### config.mk
export PLATFORM = sky130hd
export DESIGN_NAME = sevenseg_mux_driver
export DESIGN_NICKNAME = d
export VERILOG_FILES = /design/src/rtl/sevenseg_pkg.sv /design/src/rtl/sevenseg_hex_decode.sv /design/src/rtl/sevenseg_mux_driver.sv
export SDC_FILE = /design/constraint.sdc
export NUM_CORES = 1
export LEC_CHECK = 0
export CORE_ASPECT_RATIO = 0.6
export CORE_MARGIN = 10
export CORE_UTILIZATION = 58
export DETAILED_ROUTE_END_ITERATION = 12
export HOLD_SLACK_MARGIN = 0.03
export PLACE_DENSITY = 0.83
export SYNTH_ARGS = -nofsm -noshare
export SYNTH_HDL_FRONTEND = slang
export SYNTH_SLANG_ARGS = --single-unit
### constraint.sdc
create_clock -name clk -period 5.4 [get_ports clk]
set_clock_uncertainty 0.2 [all_clocks]
set_input_delay 0.54 -clock clk [delete_from_list [all_inputs] [get_ports clk]]
set_output_delay 0.54 -clock clk [all_outputs]
set_load 0.01 [all_outputs]
### src/rtl/sevenseg_pkg.sv
// Shared definitions for the seven-segment display driver.
// Latency: none (constants, types and a helper function).
// Backpressure: not applicable.
//
// Contents: active-high abc_defg segment patterns for hex digits 0-F plus
// an all-off pattern, the scan FSM state type, and a clog2 helper that
// never returns less than 1 so single-entry indices still get a bit.
package sevenseg_pkg;

    // Bit order is {a, b, c, d, e, f, g}; 1 = segment lit (logical level).
    localparam logic [6:0] SEG_0   = 7'b1111110;
    localparam logic [6:0] SEG_1   = 7'b0110000;
    localparam logic [6:0] SEG_2   = 7'b1101101;
    localparam logic [6:0] SEG_3   = 7'b1111001;
    localparam logic [6:0] SEG_4   = 7'b0110011;
    localparam logic [6:0] SEG_5   = 7'b1011011;
    localparam logic [6:0] SEG_6   = 7'b1011111;
    localparam logic [6:0] SEG_7   = 7'b1110000;
    localparam logic [6:0] SEG_8   = 7'b1111111;
    localparam logic [6:0] SEG_9   = 7'b1111011;
    localparam logic [6:0] SEG_A   = 7'b1110111;
    localparam logic [6:0] SEG_B   = 7'b0011111;
    localparam logic [6:0] SEG_C   = 7'b1001110;
    localparam logic [6:0] SEG_D   = 7'b0111101;
    localparam logic [6:0] SEG_E   = 7'b1001111;
    localparam logic [6:0] SEG_F   = 7'b1000111;
    localparam logic [6:0] SEG_OFF = 7'b0000000;

    // SHOW: one digit lit. GAP: everything dark between digits.
    typedef enum logic {
        SHOW = 1'b0,
        GAP  = 1'b1
    } scan_state_t;

    // Width needed to count/index n items, with a floor of 1 bit.
    function automatic int clog2_min1(input int n);
        return (n <= 2) ? 1 : $clog2(n);
    endfunction

endpackage

### src/rtl/sevenseg_hex_decode.sv
// Hex nibble to seven-segment pattern decoder (logical, active-high).
// Latency: purely combinational, zero cycles.
// Backpressure: none; output follows input continuously.
//
// Ports:
//   nib_i  [3:0]  hex value 0-F
//   seg_o  [6:0]  abc_defg pattern, seg_o[6]=a ... seg_o[0]=g
module sevenseg_hex_decode
    import sevenseg_pkg::*;
(
    input  logic [3:0] nib_i,
    output logic [6:0] seg_o
);

    always_comb begin
        seg_o = SEG_OFF;
        case (nib_i)
            4'h0: seg_o = SEG_0;
            4'h1: seg_o = SEG_1;
            4'h2: seg_o = SEG_2;
            4'h3: seg_o = SEG_3;
            4'h4: seg_o = SEG_4;
            4'h5: seg_o = SEG_5;
            4'h6: seg_o = SEG_6;
            4'h7: seg_o = SEG_7;
            4'h8: seg_o = SEG_8;
            4'h9: seg_o = SEG_9;
            4'hA: seg_o = SEG_A;
            4'hB: seg_o = SEG_B;
            4'hC: seg_o = SEG_C;
            4'hD: seg_o = SEG_D;
            4'hE: seg_o = SEG_E;
            4'hF: seg_o = SEG_F;
        endcase
    end

endmodule

### src/rtl/sevenseg_mux_driver.sv
// Time-multiplexed N-digit hex seven-segment driver with blanking gap.
// Latency: all pins registered; load/enable/state changes reach pins 1 cycle later.
// Backpressure: none; enable=0 darkens the display and freezes the scan position.
//
// Ports:
//   clk        system clock
//   rst        synchronous active-high reset
//   enable     1 = scan running, 0 = dark and frozen
//   load       capture data/dp_in into the shadow registers
//   data       hex nibbles, nibble i drives digit i (digit 0 = LS)
//   dp_in      decimal point per digit
//   segments   abc_defg, polarity per SEG_ACTIVE_LOW
//   dp         decimal point of the lit digit, polarity per SEG_ACTIVE_LOW
//   anodes     one-hot digit select, polarity per AN_ACTIVE_LOW
//   digit_idx  index of the digit the pins currently refer to
module sevenseg_mux_driver
    import sevenseg_pkg::*;
#(
    parameter int NUM_DIGITS     = 4,
    parameter int CLK_DIV        = 50000,
    parameter int BLANK_CYCLES   = 8,
    parameter int BLANK_LEADING  = 1,
    parameter int SEG_ACTIVE_LOW = 0,
    parameter int AN_ACTIVE_LOW  = 1
) (
    input  logic                                clk,
    input  logic                                rst,
    input  logic                                enable,
    input  logic                                load,
    input  logic [4*NUM_DIGITS-1:0]             data,
    input  logic [NUM_DIGITS-1:0]               dp_in,
    output logic [6:0]                          segments,
    output logic                                dp,
    output logic [NUM_DIGITS-1:0]               anodes,
    output logic [clog2_min1(NUM_DIGITS)-1:0]   digit_idx
);

    localparam int IDX_W   = clog2_min1(NUM_DIGITS);
    localparam int PRESC_W = clog2_min1(CLK_DIV);
    localparam int GAP_W   = clog2_min1(BLANK_CYCLES);

    localparam logic [IDX_W-1:0]   LAST_IDX   = IDX_W'(NUM_DIGITS - 1);
    localparam logic [PRESC_W-1:0] PRESC_LAST = PRESC_W'(CLK_DIV - 1);
    // With no gap the GAP state is unreachable; the value only needs to be legal.
    localparam logic [GAP_W-1:0]   GAP_LAST   =
        GAP_W'((BLANK_CYCLES > 0) ? (BLANK_CYCLES - 1) : 0);

    // XOR masks applied at the output registers to get pin polarity.
    localparam logic [6:0]            SEG_XOR = (SEG_ACTIVE_LOW != 0) ? 7'h7F : 7'h00;
    localparam logic                  DP_XOR  = (SEG_ACTIVE_LOW != 0);
    localparam logic [NUM_DIGITS-1:0] AN_XOR  = (AN_ACTIVE_LOW != 0) ? '1 : '0;

    // ------------------------------------------------------------------
    // Shadow registers
    // ------------------------------------------------------------------
    logic [4*NUM_DIGITS-1:0] shadow_dat_q, shadow_dat_d;
    logic [NUM_DIGITS-1:0]   shadow_dp_q,  shadow_dp_d;

    always_comb begin
        shadow_dat_d = load ? data  : shadow_dat_q;
        shadow_dp_d  = load ? dp_in : shadow_dp_q;
    end

    always_ff @(posedge clk) begin
        if (rst) begin
            shadow_dat_q <= '0;
            shadow_dp_q  <= '0;
        end else begin
            shadow_dat_q <= shadow_dat_d;
            shadow_dp_q  <= shadow_dp_d;
        end
    end

    // ------------------------------------------------------------------
    // Scan FSM: prescaler in SHOW, gap counter in GAP
    // ------------------------------------------------------------------
    scan_state_t          state_q, state_d;
    logic [PRESC_W-1:0]   presc_q, presc_d;
    logic [GAP_W-1:0]     gap_q,   gap_d;
    logic [IDX_W-1:0]     idx_q,   idx_d;
    logic [IDX_W-1:0]     idx_next;

    // With a single digit LAST_IDX is 0, so the wrap keeps the index at 0.
    assign idx_next = (idx_q == LAST_IDX) ? '0 : idx_q + IDX_W'(1);

    always_comb begin
        state_d = state_q;
        presc_d = presc_q;
        gap_d   = gap_q;
        idx_d   = idx_q;
        if (enable) begin
            case (state_q)
                SHOW: begin
                    if (presc_q == PRESC_LAST) begin
                        presc_d = '0;
                        if (BLANK_CYCLES == 0) begin
                            idx_d = idx_next;
                        end else begin
                            state_d = GAP;
                            gap_d   = '0;
                        end
                    end else begin
                        presc_d = presc_q + PRESC_W'(1);
                    end
                end
                GAP: begin
                    if (gap_q == GAP_LAST) begin
                        gap_d   = '0;
                        state_d = SHOW;
                        idx_d   = idx_next;
                    end else begin
                        gap_d = gap_q + GAP_W'(1);
                    end
                end
                default: state_d = SHOW;
            endcase
        end
    end

    always_ff @(posedge clk) begin
        if (rst) begin
            state_q <= SHOW;
            presc_q <= '0;
            gap_q   <= '0;
            idx_q   <= '0;
        end else begin
            state_q <= state_d;
            presc_q <= presc_d;
            gap_q   <= gap_d;
            idx_q   <= idx_d;
        end
    end

    // ------------------------------------------------------------------
    // Leading-zero blanking: digit i>0 blanks when it and every digit
    // above it hold 0. Digit 0 always shows so a zero value reads "0".
    // ------------------------------------------------------------------
    logic [NUM_DIGITS-1:0] lead_blank;

    always_comb begin
        logic upper_zero;
        lead_blank = '0;
        upper_zero = 1'b1;
        for (int i = NUM_DIGITS - 1; i >= 1; i--) begin
            upper_zero    = upper_zero & (shadow_dat_q[i*4 +: 4] == 4'h0);
            lead_blank[i] = (BLANK_LEADING != 0) && upper_zero;
        end
    end

    // ------------------------------------------------------------------
    // Select the active digit's nibble, dp and blank flag
    // ------------------------------------------------------------------
    logic [3:0] nib_sel;
    logic       dp_sel;
    logic       blank_sel;

    always_comb begin
        nib_sel   = '0;
        dp_sel    = 1'b0;
        blank_sel = 1'b0;
        for (int i = 0; i < NUM_DIGITS; i++) begin
            if (idx_q == IDX_W'(i)) begin
                nib_sel   = shadow_dat_q[i*4 +: 4];
                dp_sel    = shadow_dp_q[i];
                blank_sel = lead_blank[i];
            end
        end
    end

    logic [6:0] dec_seg;

    sevenseg_hex_decode u_hex_decode (
        .nib_i (nib_sel),
        .seg_o (dec_seg)
    );

    // ------------------------------------------------------------------
    // Output registers (logical levels computed, polarity applied here)
    // ------------------------------------------------------------------
    logic                  show;
    logic [6:0]            seg_d, seg_q;
    logic                  dp_d,  dp_q;
    logic [NUM_DIGITS-1:0] an_d,  an_q;
    logic [IDX_W-1:0]      idx_out_q;

    always_comb begin
        show  = enable && (state_q == SHOW);
        seg_d = ((show && !blank_sel) ? dec_seg : SEG_OFF) ^ SEG_XOR;
        // A blanked digit keeps its decimal point.
        dp_d  = (show && dp_sel) ^ DP_XOR;
        an_d  = (show ? (NUM_DIGITS'(1) << idx_q) : '0) ^ AN_XOR;
    end

    always_ff @(posedge clk) begin
        if (rst) begin
            seg_q     <= SEG_OFF ^ SEG_XOR;
            dp_q      <= DP_XOR;
            an_q      <= AN_XOR;
            idx_out_q <= '0;
        end else begin
            seg_q     <= seg_d;
            dp_q      <= dp_d;
            an_q      <= an_d;
            idx_out_q <= idx_q;
        end
    end

    assign segments  = seg_q;
    assign dp        = dp_q;
    assign anodes    = an_q;
    assign digit_idx = idx_out_q;

endmodule

==> metrics.md, run 1 <==
| Metric | Value |
|---|---|
| First-pass GRT wire length | 9320 um |
| Starting Density | 61.6% |
| Worst path cell trace | inv_1, ha_1, nor2_1, o211ai_1, nand2_1, inv_1, ha_1, nor2_1, o22ai_1, a21oi_1 |
| Hold WS | 0.303 ns |
| Slowest CP cell | dfxtp_1 |
| Rel. slew slack | 19.9% |
| Mapped Cells | 283 |
| Core Util, Final | 72.3% |
| WL/cell | 14.9 um |
| Switch Pwr | 0.170 mW |
| Average cell area after synthesis | 9.22 sq um |
| Critical Path Fanout Max | 9 |
| Core area | 4230 sq um |
| Non-Filler Instances | 373 |
| Total wire length | 5570 um |
| Final net count | 353 |
| Sink Count | 56 |
| Actual slew at the worst max-slew pin | 1.20 ns |
| VDD IR max | 0.000161 V |
| Max-Cap Viols | 0 |
| Post-layout min period | 2.70 ns |
| Async SR Flop Fraction | 0% |
| RSZ-0062 raised after global routing | false |
| EDFF count, synth | 0 |
| Synthesis Warnings | 0 |
| H-tree depth | 2 |
| Clk pwr share | 28.1% |
| Placed cells | 368 |
| Worst hold path type | reg -> reg |
| Resize count post-CTS | 0 |
| Crit. End Element | register |
| Total CTS buffers | 5 |
| TritonRoute pass-1 iters | 4 |
| Gr usage total | 14.6% |
| Slew Viols, Final | 0 |
| Synthesized cell area | 2610 sq um |
| PortBufs | 37 |
| DIE AREA | 7670 sq um |
| Total internal power | 0.556 mW |
| Number of setup buffers added after CTS | 0 |
| Pwr Density | 238 nW/um^2 |
| Die height | 72.0 um |
| Placer Congestion | 0.807 |
| Worst-Skew Late Latency | 0.30 ns |
| Num rows | 18 |
| Status | completed |
| Max clock buf depth | 2 |
| Library cells used by synthesis | 49 |
| Fill cells | 345 |
| Worst Path Class, Setup | reg -> reg |
| Via count | 2071 |
| Leakage power | 1.21 nW |
| Root Driver | clkbuf_8 |
| Ys flop type | dfxtp_1 |
| Worst Path Arrival | 2.74 ns |
| Vias per std cell | 5.55 |
| Initial antenna violation count | 0 |
| Sw frac | 23.4% |
| Drt drc | 0 |
| Final setup vio count | 0 |
| Commonest non-fill, non-tap cell in the layout | dfxtp_1 |
| Pin count of the biggest net entering global routing | 32 |
| Share of post-route cells with drive strength above 1 | 3.83% |
| CTS Hold Bufs | 0 |
| Worst-path clk slew | 0.09 ns |
| Syn nets | 321 |
| Fin crit share | 50.1% |
| Final Hold Fails | 0 |
| Starting DRC count in detailed routing | 123 |
| Ant. Diodes | 0 |
| Sequential Power Share | 60.1% |
| Fmax | 370 MHz |
| Worst setup SP type | register |
| IO Count | 38 |
| Yosys reg bits | 56 |
| Post-route ant nets | 0 |
| Vias in the first global route | 1940 |
| Crit-path max cell delay | 0.41 ns |
| CP required | 5.44 ns |
| Total gr overflow | 0 |
| Synth-to-Final Area Change | 17.2% |
| Post-DP HPWL | 4100 um |
| Setup_tns | 0 ns |
| Die width | 107 um |
| CTS tree | built |
| Sequential cell area fraction in the yosys report | 43.0% |
| Commonest cells after routing, fill and taps aside | dfxtp_1, nor2_1, clkdlybuf4s50_1 |
| Logic pwr share | 11.8% |
==> per-layer routing <==
layer  track usage, %  part of all wire, %  up-vias
met4             3.59                 0.72        0
met2             19.6                   40       62
met3             4.41                  6.5        4
li1                 -                    -     1039
met5                0                    0        -
met1             21.8                   53      966
==> kinds of logic after synthesis <==
group | share of synthesized area, %
AND/OR/NAND/NOR | 23.1
flip-flops | 43.0
AO/OA/AOI/OAI | 10.1
multiplexers | 8.82
buffers and inverters | 3.64
XOR/XNOR | 4.70
adder cells (fa/ha/maj) | 6.71
==> through the flow <==
stage | power (mW) | setup slack, ns | area (sq um)
3_3_place_gp | 0.529 | 2.52 | 2990
4_1_cts | 0.733 | 2.73 | 3060
3_5_place_dp | 0.531 | 2.40 | 2990
2_1_floorplan | 0.494 | 3.08 | 2610
6_report | 0.727 | 2.70 | 3060
5_1_grt | 0.758 | 2.53 | 3060
==> cell type report <==
cell class | count | area [sq um] | area share [%]
Tap cell | 60 | 75.1 | 2.45
Inverter | 8 | 30.0 | 0.982
Sequential cell | 56 | 1120 | 36.6
Timing Repair Buffer | 37 | 370 | 12.1
Multi-Input combinational cell | 207 | 1390 | 45.6
Clock buffer | 5 | 68.8 | 2.25
==> synthesized netlist by cell type, types with 5 or more instances <==
cell | count | area, sq um
xnor2_1 | 7 | 61.3
mux2i_1 | 23 | 230
nand2_1 | 24 | 90.1
o21ai_0 | 7 | 35.0
dfxtp_1 | 56 | 1120
nor2_1 | 51 | 191
inv_1 | 8 | 30.0
a21oi_1 | 10 | 50.1
nand3_1 | 8 | 40.0
nand3b_1 | 5 | 37.5
ha_1 | 14 | 175
xor2_1 | 7 | 61.3
==> registers in the layout, summed over array words and instances (netlist names), 2 cells and up <==
register,count
presc_q,16
shadow_dat_q,16
segments,7
anodes,4
shadow_dp_q,4
gap_q,3
digit_idx,2
idx_q,2
==> critical path: cells and delay by family (launching register included) <==
kind	cells	cell delay [ns]
AOI/OAI and AO/OA	3	0.44
and+or+nand+nor	3	0.74
buffers and inverters	2	0.24
adders and majority gates	2	0.62
DFF	1	0.41
==> power by group through the flow <==
| stage | registers, mW | logic, mW | clock network [mW] |
|---|---|---|---|
| 6_report | 0.436 | 0.0857 | 0.204 |
| 5_1_grt | 0.438 | 0.0949 | 0.225 |
| 4_1_cts | 0.436 | 0.0858 | 0.211 |
| 3_5_place_dp | 0.446 | 0.0854 | 0 |
| 3_3_place_gp | 0.445 | 0.0835 | 0 |
| 2_1_floorplan | 0.445 | 0.0486 | 0 |
==> worst paths after layout <==
check | start | endpoint | slack, ns | cells past startpoint
max | idx_q[0] | segments[5] | 2.70 | 10
min | presc_q[1] | presc_q[1] | 0.30 | 2
max reg2reg | idx_q[0] | segments[5] | 2.70 | 10
min reg2reg | presc_q[1] | presc_q[1] | 0.30 | 2
No activity file was read; power rests on OpenSTA's default activity.
==> run 2: changes to the inputs <==
- CORE_UTILIZATION: 58 -> 48
- PLACE_DENSITY: 0.83 -> 0.74
- clock period: 5.4 -> 2.32 ns (I/O delays scaled with it)
==> run 2 against run 1 <==
  * First-iteration DRC count rose by 65%
  * Power rose by 140%
  * Worst setup slack got worse by 2.6 ns
  * Via count rose by 3.6%
  * Critical endpoint is now segments[6]
  * Largest power group unchanged
  * Highest routed layer unchanged
==> metrics.md, run 2 (synthesized netlist as in run 1, its figures left out) <==
| Metric | Value |
|---|---|
| Bufs and invs on worst path | 3 (+1) |
| Starting Density | 50.6% (-11 points) |
| IO Count | 38 (unchanged) |
| Post-layout min period | 2.21 ns (-0.494 ns) |
| R2r startpoint | idx_q[0] |
| Total internal power | 1.35 mW (+140%) |
| Die width | 115 um (+8.1%) |
| Worst-Skew Late Latency | 0.30 ns (about the same) |
| Fmax | 453 MHz (+22%) |
| HP Start | presc_q[1] |
| Root Driver | clkbuf_8 |
| Sw frac | 24.0% (+0.53 points) |
| Gr usage total | 14.0% (-0.62 points) |
| Setup crit start | idx_q[0] |
| Fin crit share | 95.2% (+45 points) |
| Sequential Power Share | 57.3% (-2.8 points) |
| Worst Path Class, Setup | reg -> reg |
| CTS tree | built |
| Leakage power | 1.34 nW (+11%) |
| WL/cell | 15.5 um (+4.2%) |
| Total CTS buffers | 5 (unchanged) |
| Non-Filler Instances | 404 (+8.3%) |
| CP required | 2.37 ns (-3.07 ns) |
| Pin count of the biggest net entering global routing | 31 (-3.1%) |
| Final net count | 375 (+6.2%) |
| First-pass GRT wire length | 10200 um (+9.8%) |
| Max clock buf depth | 2 (unchanged) |
| Vias per std cell | 5.31 (-4.4%) |
| Share of post-route cells with drive strength above 1 | 15.4% (+12 points) |
| Num rows | 20 (+2) |
| Critical Path Fanout Max | 8 (-1) |
| Worst-path clk slew | 0.10 ns (about the same) |
| Placed cells | 394 (+7.1%) |
| Final Hold Fails | 0 (unchanged) |
| Commonest non-fill, non-tap cell in the layout | dfxtp_1 |
| Final setup vio count | 0 (unchanged) |
| CP top delay family | buffers and inverters |
| Die height | 77.1 um (+7.2%) |
| Vias in the first global route | 2006 (+3.4%) |
| Clk pwr share | 30.3% (+2.2 points) |
| Core Util, Final | 64.6% (-7.7 points) |
| Post-DP HPWL | 4800 um (+17%) |
| Starting DRC count in detailed routing | 203 (+65%) |
| Rel. slew slack | 59.2% (+39 points) |
| Initial antenna violation count | 0 (unchanged) |
| Total wire length | 6280 um (+13%) |
| CTS Hold Bufs | 0 (unchanged) |
| H-tree depth | 2 (unchanged) |
| Worst hold path type | reg -> reg |
| VDD IR max | 0.000273 V (+70%) |
| Ant. Diodes | 0 (unchanged) |
| Drt drc | 0 (unchanged) |
| Actual slew at the worst max-slew pin | 0.609 ns (-0.589 ns) |
| Synth-to-Final Area Change | 27.6% |
| Status | completed |
| Worst Path Arrival | 2.26 ns (-0.48 ns) |
| Sink Count | 56 (unchanged) |
| Slowest CP cell | dfxtp_2 |
| Most common cell type on the critical path | buf_4 |
| Placer Congestion | 0.840 (+4.1%) |
| Slew Viols, Final | 0 (unchanged) |
| Crit. End Element | register |
| DIE AREA | 8880 sq um (+16%) |
| Switch Pwr | 0.427 mW (+150%) |
| Crit-path max cell delay | 0.41 ns (about the same) |
| Worst path cell trace | ha_2, buf_4, nor3b_1, buf_4, a311oi_4, buf_4, nand3b_1, o221a_1, nor2_1 |
| Commonest cells after routing, fill and taps aside | dfxtp_1, nor2_1, clkdlybuf4s50_1 |
| PortBufs | 37 (unchanged) |
| Core area | 5150 sq um (+22%) |
| Post-route ant nets | 0 (unchanged) |
| Logic pwr share | 12.4% (+0.6 points) |
| Via count | 2145 (+3.6%) |
| Worst setup SP type | register |
| Total gr overflow | 0 (unchanged) |
| TritonRoute pass-1 iters | 4 (unchanged) |
| Pwr Density | 534 nW/um^2 (+120%) |
| Max-Cap Viols | 0 (unchanged) |
[run 2: cell types whose count changed in the layout (fill, tap and decap cells not counted), sizes merged]
cell and change:
clkinv +2, clkbuf +1, buf +22
[run 2: worst reg2reg max path: stages (launching register included)]
cell and delay [ns]:
dfxtp_2 0.41, ha_2 0.25, buf_4 0.19, nor3b_1 0.08, buf_4 0.14, a311oi_4 0.40
buf_4 0.20, nand3b_1 0.08, o221a_1 0.12, nor2_1 0.07
[run 2: worst paths after layout]
check / endpoint / slack [ns] / cells past startpoint
max: segments[6] / 0.11 / 9
min: presc_q[1] / 0.30 / 2
max reg2reg: segments[6] / 0.11 / 9
min reg2reg: presc_q[1] / 0.30 / 2
[run 2: power groups by stage]
stage          sequential, mW  clock [mW]  combinational, mW
2_1_floorplan            1.04           0              0.113
3_3_place_gp             1.04           0              0.209
3_5_place_dp             1.04           0              0.213
4_1_cts                  1.02       0.558              0.215
5_1_grt                  1.02       0.597              0.244
6_report                 1.02       0.538              0.221
[run 2: per-layer routing]
metal / up-vias / global-route usage [%] / part of all wire, %
met5: - / 0 / 0
met4: 0 / 1.48 / 0.29
met3: 4 / 4.43 / 6.8
met2: 64 / 17.7 / 39
met1: 988 / 22.1 / 54
li1: 1089 / - / -
[run 2: timing repair]
action,in CTS,in global routing
gates resized for setup,0,20
setup endpoints to repair,3,7
setup buffers,1,1
pin swaps,1,3
[run 2: layout make-up]
type                            count  area, sq um
Clock inverter                      2         10.0
Multi-Input combinational cell    207         1460
Fill cell                         426         1830
Clock buffer                        6         82.6
Timing Repair Buffer               59          536
Sequential cell                    56         1130
Tap cell                           66         82.6
Inverter                            8         30.0
[run 2: metrics by stage]
step                total power, mW  setup TNS (ns)  setup WS [ns]  hold WS (ns)  instance area [sq um]
floorplan                      1.15               0        0.00191         0.179                   2610
global placement               1.25               0        0.00288         0.259                   3150
finish                         1.78               0          0.111         0.302                   3330
CTS                            1.79               0        0.00390         0.296                   3250
global route                   1.87         -0.0740        -0.0299         0.332                   3330
detailed placement             1.25         -0.0457        -0.0232         0.282                   3150
==> run 3: changes to the inputs <==
--- a/config.mk
+++ b/config.mk
@@ -10,2 +10,3 @@
 export CORE_UTILIZATION = 48
+export CTS_CLUSTER_DIAMETER = 50
 export DETAILED_ROUTE_END_ITERATION = 12
@@ -13,2 +14,3 @@
 export PLACE_DENSITY = 0.74
+export RECOVER_POWER = 100
 export SYNTH_ARGS = -nofsm -noshare
==> constraint.sdc (replaced) <==
create_clock -name clk -period 2.32 [get_ports clk]
set_clock_uncertainty 0.2 [all_clocks]
set_input_delay 0.464 -clock clk [delete_from_list [all_inputs] [get_ports clk]]
set_output_delay 0.464 -clock clk [all_outputs]
set_load 0.01 [all_outputs]
==> run 3 against run 2 <==
  * Register-to-register slack barely moved
  * Non-clock buffer count is 7 higher
  * Sequential power about the same
  * Worst setup slack got worse by 0.011 ns
  * Via count up 2.0%
  * Die area unchanged
  * Power is 2.1% lower
  * Final area up 0.49%
  * Count of clock-buffer cells in the layout stayed put
  * Combinational power fell by 2%
  * Routed wire length is 0.96% higher
  * Critical path depth rose by 1
==> metrics.md, run 3 (synthesized netlist as in run 1, its figures left out) <==
| Metric | Value |
|---|---|
| Core area | 5150 sq um (unchanged) |
| WL/cell | 15.5 um (-0.52%) |
| Starting Density | 50.6% (unchanged) |
| Worst Path Class, Setup | reg -> reg |
| Synth-to-Final Area Change | 28.2% |
| Total wire length | 6340 um (+0.96%) |
| CTS Hold Bufs | 0 (unchanged) |
| Worst R2R Setup Slack | 0.10 ns (about the same) |
| IO Count | 38 (unchanged) |
| Post-layout min period | 2.22 ns (+0.0112 ns) |
| Design Area, Final | 3350 sq um (+0.49%) |
| TritonRoute pass-1 iters | 4 (unchanged) |
| Worst-Skew Late Latency | 0.31 ns (about the same) |
| Reg-to-reg endpoint | segments[1] |
| Leakage power | 1.36 nW (+1.9%) |
| Initial antenna violation count | 0 (unchanged) |
| Actual slew at the worst max-slew pin | 0.609 ns (+0.000558 ns) |
| Slew Viols, Final | 0 (unchanged) |
| Via count | 2188 (+2.0%) |
| Vias per std cell | 5.34 (+0.51%) |
| Die height | 77.1 um (unchanged) |
| Placed instance area | 3180 sq um (+1.1%) |
| Hold WS | 0.297 ns (-0.00519 ns) |
| Critical Path Fanout Max | 4 (-4) |
| Total power | 1.74 mW (-2.1%) |
| VDD IR max | 0.000313 V (+15%) |
| Die width | 115 um (unchanged) |
| R2R depth | 10 (+1) |
| Final net count | 382 (+1.9%) |
| Fmax | 451 MHz (-0.50%) |
| Fin crit share | 95.7% (+0.48 points) |
| Worst setup SP type | register |
| Pin count of the biggest net entering global routing | 30 (-3.2%) |
| Rel. slew slack | 59.4% (+0.23 points) |
| Post-route ant nets | 0 (unchanged) |
| Total CTS buffers | 5 (unchanged) |
| PortBufs | 37 (unchanged) |
| Sink Count | 56 (unchanged) |
| Max clock buf depth | 2 (unchanged) |
| Starting DRC count in detailed routing | 135 (-33%) |
| Max-Cap Viols | 0 (unchanged) |
| Placer Congestion | 0.879 (+4.7%) |
| Commonest cells after routing, fill and taps aside | dfxtp_1, nor2_1, nand2_1 |
| Drt drc | 0 (unchanged) |
| Status | completed |
| Worst Path Arrival | 2.20 ns (-0.06 ns) |
| Setup crit start | idx_q[0] |
| H-tree depth | 2 (unchanged) |
| Pwr Density | 520 nW/um^2 (-2.6%) |
| Worst hold path type | reg -> reg |
| Ant. Diodes | 0 (unchanged) |
| Setup crit end | segments[1] |
| Num rows | 20 (unchanged) |
| First-pass GRT wire length | 10200 um (-0.74%) |
| Vias in the first global route | 1989 (-0.85%) |
| R2r startpoint | idx_q[0] |
| Final Hold Fails | 0 (unchanged) |
| Share of post-route cells with drive strength above 1 | 15.4% (+0.022 points) |
| Fill cells | 418 (-1.9%) |
| Root Driver | clkbuf_8 |
| Final setup vio count | 0 (unchanged) |
| Worst-path clk slew | 0.10 ns (about the same) |
| Post-DP HPWL | 4730 um (-1.4%) |
| Commonest non-fill, non-tap cell in the layout | dfxtp_1 |
| Core Util, Final | 64.9% (+0.32 points) |
| DIE AREA | 8880 sq um (unchanged) |
| Total gr overflow | 0 (unchanged) |
| CTS tree | built |
| CP required | 2.30 ns (-0.07 ns) |
| Gr usage total | 13.7% (-0.22 points) |
| Crit. End Element | register |
==> run 3: cell types whose count changed in the layout (fill, tap and decap cells not counted), sizes merged <==
cell / delta
clkdlybuf4s50: -16
dlygate4sd3: +16
clkbuf: +5
buf: +2
clkinv: -1
clkinvlp: +1
inv: -1
==> run 3: critical path: stages, from the launching register on <==
cell	delay (ns)
dfxtp_4	0.38
clkinvlp_4	0.10
buf_4	0.13
ha_4	0.15
nand3b_1	0.09
a221oi_2	0.33
buf_4	0.21
ha_2	0.22
mux2i_1	0.08
o22ai_1	0.15
nor2_1	0.05
==> run 3: per-stage QoR <==
| stage | TNS [ns] | setup slack [ns] | std cells |
|---|---|---|---|
| global route | -0.00553 | -0.00553 | 410 |
| finish | 0 | 0.100 | 410 |
| detailed placement | -0.0651 | -0.0438 | 397 |
| floorplan | 0 | 0.00191 | 283 |
| global placement | 0 | 0.0122 | 397 |
| CTS | 0 | 0.00221 | 404 |
==> run 3: what timing repair did <==
item	4_1_cts	5_1_grt
setup endpoints to repair	1	7
setup buffers	0	6
cloned	0	0
pin swaps	1	5
resized for setup	0	18
==> run 3: cell type report <==
cell class                      instances  area, sq um  area share, %
Tap cell                               66         82.6           2.47
Clock buffer                            6         72.6           2.17
Inverter                                8         33.8           1.01
Multi-Input combinational cell        207         1440           43.0
Sequential cell                        56         1130           33.7
Timing Repair Buffer                   66          586           17.5
Clock inverter                          1         5.00          0.150
==> run 3: where the power goes <==
part | internal, mW | switching, mW
logic | 0.116 | 0.101
clock network | 0.207 | 0.302
registers | 0.992 | 0.0236
total | 1.31 | 0.427
==> run 3: worst min path at each step <==
stage,from,end,slack [ns],cells past startpoint
2_1_floorplan,presc_q[1],presc_q[1],0.25,2
3_3_place_gp,presc_q[1],presc_q[1],0.26,2
3_5_place_dp,presc_q[1],presc_q[1],0.28,2
4_1_cts,presc_q[1],presc_q[1],0.30,2
5_1_grt,presc_q[1],presc_q[1],0.31,2
6_report,presc_q[1],presc_q[1],0.30,2
==> run 3: layer usage <==
layer | up-vias | track usage, % | share of wire, %
met2 | 68 | 16.7 | 38
met1 | 1017 | 21.9 | 54
li1 | 1098 | - | -
met3 | 5 | 4.43 | 7.7
met4 | 0 | 2.59 | 0.57
met5 | - | 0 | 0
